[src/rtl/arb_rr.sv]
// Round-robin grant for N requesters: the first asserted request at or above ptr,
// wrapping from N-1 back to 0. Purely combinational.
module arb_rr #(
  parameter int N  = 16,
  parameter int PW = (N > 1) ? $clog2(N) : 1
) (
  input  logic [N-1:0]  req,
  input  logic [PW-1:0] ptr,
  output logic [N-1:0]  grant
);

  localparam logic [N-1:0]   ONE_N  = {{(N-1){1'b0}}, 1'b1};
  localparam logic [2*N-1:0] ONE_2N = {{(2*N-1){1'b0}}, 1'b1};

  logic [N-1:0]   w_mask;
  logic [2*N-1:0] w_dbl;
  logic [2*N-1:0] w_iso;

  // The low copy holds only requests at or above ptr. The high copy holds all of
  // them, and it catches the wrap when nothing is set at or above ptr. Isolating the
  // lowest set bit of the 2N-bit word keeps the carry chain at 2N.
  assign w_mask = ~((ONE_N << ptr) - ONE_N);
  assign w_dbl  = {req, req & w_mask};
  assign w_iso  = w_dbl & (~w_dbl + ONE_2N);
  assign grant  = w_iso[N-1:0] | w_iso[2*N-1:N];

endmodule

[src/rtl/muxhot_arbiter.sv]
// Round-robin arbiter with a one-hot AND-OR data mux and a registered output stage.
// It shares one DW-bit valid/ready channel among N requesters.
module muxhot_arbiter #(
  parameter int DW = 64,
  parameter int N  = 16
) (
  input  logic            clk,
  input  logic            rst,
  input  logic [N-1:0]    in_valid,
  input  logic [N*DW-1:0] in,
  output logic [N-1:0]    in_ready,
  output logic            out_valid,
  output logic [DW-1:0]   out,
  input  logic            out_ready,
  output logic [N-1:0]    out_grant
);

  localparam int PW = (N > 1) ? $clog2(N) : 1;

  logic [PW-1:0] r_ptr;
  logic          r_out_valid;
  logic [DW-1:0] r_out;
  logic [N-1:0]  r_out_grant;

  logic          w_load;
  logic [N-1:0]  w_grant;
  logic [DW-1:0] w_data;
  logic [PW-1:0] w_idx;
  logic [PW-1:0] w_ptr_nxt;

  arb_rr #(.N(N), .PW(PW)) u_arb (
    .req   (in_valid),
    .ptr   (r_ptr),
    .grant (w_grant)
  );

  assign w_load   = ~r_out_valid | out_ready;
  assign in_ready = w_grant & {N{w_load}};

  // NOTE: every always_comb output gets a default before the loop, so no latch is inferred.
  always_comb begin
    w_data = '0;
    w_idx  = '0;
    for (int i = 0; i < N; i++) begin
      w_data = w_data | ({DW{w_grant[i]}} & in[i*DW +: DW]);
      if (w_grant[i]) w_idx = w_idx | PW'(i);
    end
  end

  assign w_ptr_nxt = (w_idx == PW'(N - 1)) ? '0 : w_idx + PW'(1);

  // NOTE: sequential state uses non-blocking assignments only. The data register is
  // reset as well, so out reads 0 right after reset.
  always_ff @(posedge clk) begin
    if (rst) begin
      r_ptr       <= '0;
      r_out_valid <= 1'b0;
      r_out       <= '0;
      r_out_grant <= '0;
    end else if (w_load) begin
      if (|w_grant) begin
        r_out       <= w_data;
        r_out_valid <= 1'b1;
        r_out_grant <= w_grant;
        r_ptr       <= w_ptr_nxt;
      end else begin
        r_out_valid <= 1'b0;
      end
    end
  end

  assign out_valid = r_out_valid;
  assign out       = r_out;
  assign out_grant = r_out_grant;

endmodule

[config.mk]
export PLATFORM = sky130hd
export DESIGN_NAME = muxhot_arbiter
export DESIGN_NICKNAME = d
export VERILOG_FILES = /design/src/rtl/arb_rr.sv /design/src/rtl/muxhot_arbiter.sv
export SDC_FILE = /design/constraint.sdc
export NUM_CORES = 1
export LEC_CHECK = 0
export CORE_AREA = 2 2 449 451
export DETAILED_ROUTE_END_ITERATION = 6
export DIE_AREA = 0 0 451 453
export GPL_ROUTABILITY_DRIVEN = 0
export PLACE_DENSITY = 0.3
export SETUP_SLACK_MARGIN = 0.02
export SYNTH_ARGS = -nofsm -noshare
export SYNTH_HDL_FRONTEND = slang
export SYNTH_SLANG_ARGS = --single-unit
[constraint.sdc]
create_clock -name clk -period 4.5 [get_ports clk]
set_clock_uncertainty 0.1 [all_clocks]
set_input_delay 0.45 -clock clk [delete_from_list [all_inputs] [get_ports clk]]
set_output_delay 0.45 -clock clk [all_outputs]
set_load 0.03 [all_outputs]
==> flow_metrics.env <==
export IMPL_seqPwrFrac_pct=13.2
export IMPL_fin_area_mm2=0.0260
export IMPL_layout_worst_path_cycle_share_pct=97.4
export IMPL_synth_edf_count=0
export IMPL_clk_latency_ns=0.46
export IMPL_die_h_um=453
export IMPL_yosys_warnings=0
export IMPL_core_area_mm2=0.199
export IMPL_synth_ff_type="dfxtp_1"
export IMPL_crit_path_end_kind="register"
export IMPL_via_per_inst=3.62
export IMPL_grt_use_total_pct=17.8
export IMPL_netSwitchingPower_mw=4.54
export IMPL_syn_avg_cell_area_um2=7.67
export IMPL_gr_total_overflow=0
export IMPL_multiInputGateArea_mm2=0.00764
export IMPL_utilization_pct=13.1
export IMPL_grt_max_degree=44
export IMPL_drive_gt1_share_pct=9.41
export IMPL_fmax_mhz=228
export IMPL_wl_mm=191
export IMPL_drv_slew=0
export IMPL_post_route_min_period_ns=4.38
export IMPL_port_buffers=1139
export IMPL_switching_share_pct=52.8
export IMPL_num_vias=18544
export IMPL_cts_made_buffers=9
export IMPL_worstSetupPathType="reg -> reg"
export IMPL_syn2layout_area_growth_pct=160
export IMPL_drc=11
export IMPL_hold_slack_ns=0.346
export IMPL_wl_per_cell_um=37.3
export IMPL_reg2reg_slack_ns=0.12
export IMPL_synth_ff_latch_count=85
export IMPL_ios=1140
export IMPL_start_kind="register"
export IMPL_cts_tree="yes"
export IMPL_reg2regPathDepth=14
export IMPL_tightest_slew_ns=1.05
export IMPL_worstPathArrival_ns=4.60
export IMPL_synthTopCellsByArea="a22oi_1 (18%), dfxtp_1 (17%), a221oi_1 (9.7%), a222oi_1 (7.5%), and3_1 (4.9%)"
export IMPL_ys_types=65
export IMPL_clk_pin_slew_worst_paths_ns=0.11
export IMPL_ys_seq_area_share_pct=17.0
export IMPL_hold_violations=0
export IMPL_ys_async_sr_fraction_pct=0
export IMPL_maxCapViolCount=0
export IMPL_register_area_mm2=0.00170
export IMPL_syn_area_mm2=0.0100
export IMPL_cts_sinks=85
export IMPL_fp_dieArea_mm2=0.204
export IMPL_dp_hpwl_mm=166
export IMPL_status="finished, violations left"
export IMPL_grt_pass1_wl_mm=230
export IMPL_clock_root_buffer="clkbuf_16"
export IMPL_firstDrtPassIters=7
export IMPL_num_fill_cells=22775
export IMPL_intPower_mw=4.06
export IMPL_ant_nets=0
export IMPL_synth_largest_area_cell="a22oi_1"
export IMPL_violations="design-rule violations"
export IMPL_synth_top_area_share_pct=17.7
export IMPL_syn_num_nets=2353
export IMPL_drt_iter0_drc=2045
export IMPL_postCtsHoldBufs=0
export IMPL_p_clk_share_pct=11.4
export IMPL_p_leak_nw=8.33
export IMPL_cp_required_ns=4.72
export IMPL_ir_worst_vdd_uv=237
export IMPL_power_density_mw_per_mm2=331
export IMPL_syn_instance_count=1308
export IMPL_crit_fanout=16
export IMPL_hold_depth=2
export IMPL_relSlewSlack_pct=29.5
export IMPL_clock_path_buffers=2
export IMPL_final_nets=3474
export IMPL_placed_cell_area_mm2=0.0255
export IMPL_setup_violations=0
export IMPL_tns_ns=0
export IMPL_htreeDepth=3
export IMPL_initial_core_util_pct=5.03
export IMPL_comb_power_share_pct=75.4
export IMPL_grt_pass1_vias=18281
export IMPL_antenna_found_initial=191
export IMPL_rows=164
export IMPL_worst_hold_path_type="in -> reg"
export IMPL_dieWidth_um=451
synth_stat cells (all sizes together) (17+ instances only):
cell type / number
a22o: 20
inv: 34
a221oi: 111
nand3: 18
o21ai: 36
buf: 83
and3: 79
nor2: 102
a221o: 17
dfxtp: 85
clkbuf: 69
a22oi: 236
nand2: 96
a21oi: 36
a311oi: 47
a222oi: 75
layer usage:
layer	vias up	part of all wire (%)	global-route usage [%]	wire, um
met5	-	0.35	0	677
met4	102	2.6	4.56	4910
met3	326	7.9	5.21	15100
met2	1105	52	33.2	100000
met1	9198	37	19.6	70500
li1	7813	-	-	-
power groups by stage:
stage / Combinational [mW] / Sequential [mW] / Clock (mW)
2_1_floorplan: 2.27 / 1.52 / 0
3_3_place_gp: 6.59 / 1.15 / 0
3_5_place_dp: 6.54 / 1.15 / 0
4_1_cts: 6.61 / 1.14 / 1.07
5_1_grt: 6.80 / 1.17 / 1.06
6_report: 6.49 / 1.14 / 0.983
worst max-delay path: stages, from the launching register on:
cell and delay (ns):
dfxtp_1 0.38, nor4_2 0.35, inv_1 0.15, ha_4 0.23, xor2_1 0.20, o211a_2 0.27, a21o_1 0.22, nor2_1 0.17
a41o_4 0.35, buf_12 0.19, a22o_1 0.25, a221o_1 0.27, buf_4 0.18, a221oi_1 0.67, a311oi_1 0.20
path summary, 6_finish.rpt:
check	to	from
max	out[51]	r_ptr[0]
min	out_grant[12]	rst
max reg2reg	out[51]	r_ptr[0]
min reg2reg	out_grant[7]	out_grant[7]
cell type report:
class                   instances  share of cell area, %
well taps                    2656                   12.8
repair buffers               1262                   49.3
flip-flops and latches         85                   6.54
clock buffers                   9                  0.865
diodes                         37                  0.356
inverters                      34                  0.490
clock inverters                 7                  0.332
multi-input cells            1037                   29.3
cells in the final DEF, fill, tap and decap left out, types with 37 or more instances in the layout:
master / n
clkdlybuf4s50_1: 1122
a22oi_1: 236
a221oi_1: 110
nor2_1: 100
buf_4: 95
nand2_1: 93
dfxtp_1: 84
and3_1: 79
a222oi_1: 75
buf_12: 44
diode_2: 37
registers in the layout, indices dropped and copies added, names as in the netlist:
| signal | count |
|---|---|
| out | 64 |
| out_grant | 16 |
| r_ptr | 4 |
| out_valid | 1 |
stage by stage:
| stage | setup WS, ns | power (mW) | cells |
|---|---|---|---|
| 4_1_cts | 0.0413 | 8.81 | 5089 |
| 2_1_floorplan | 0.511 | 3.79 | 1308 |
| 3_3_place_gp | -0.426 | 7.74 | 5070 |
| 3_5_place_dp | -0.339 | 7.70 | 5070 |
| 5_1_grt | -0.0265 | 9.03 | 5105 |
| 6_report | 0.119 | 8.61 | 5127 |
logic make-up after synthesis:
kind of cell	after synthesis	share of synthesized area (%)
simple gates	395	20.7
buf+inv	186	8.90
flops	85	17.0
xor+xnor	2	0.175
fa+ha+maj	2	0.249
compound gates	637	52.9
mux	1	0.112
repair_timing:
action | 4_1_cts | 5_1_grt
resized for setup | 7 | 6
setup buffers | 3 | 1
setup endpoints to repair | 13 | 9
cloned | 0 | 0
pin swaps | 1 | 1
No activity file was read; power rests on OpenSTA's default activity.
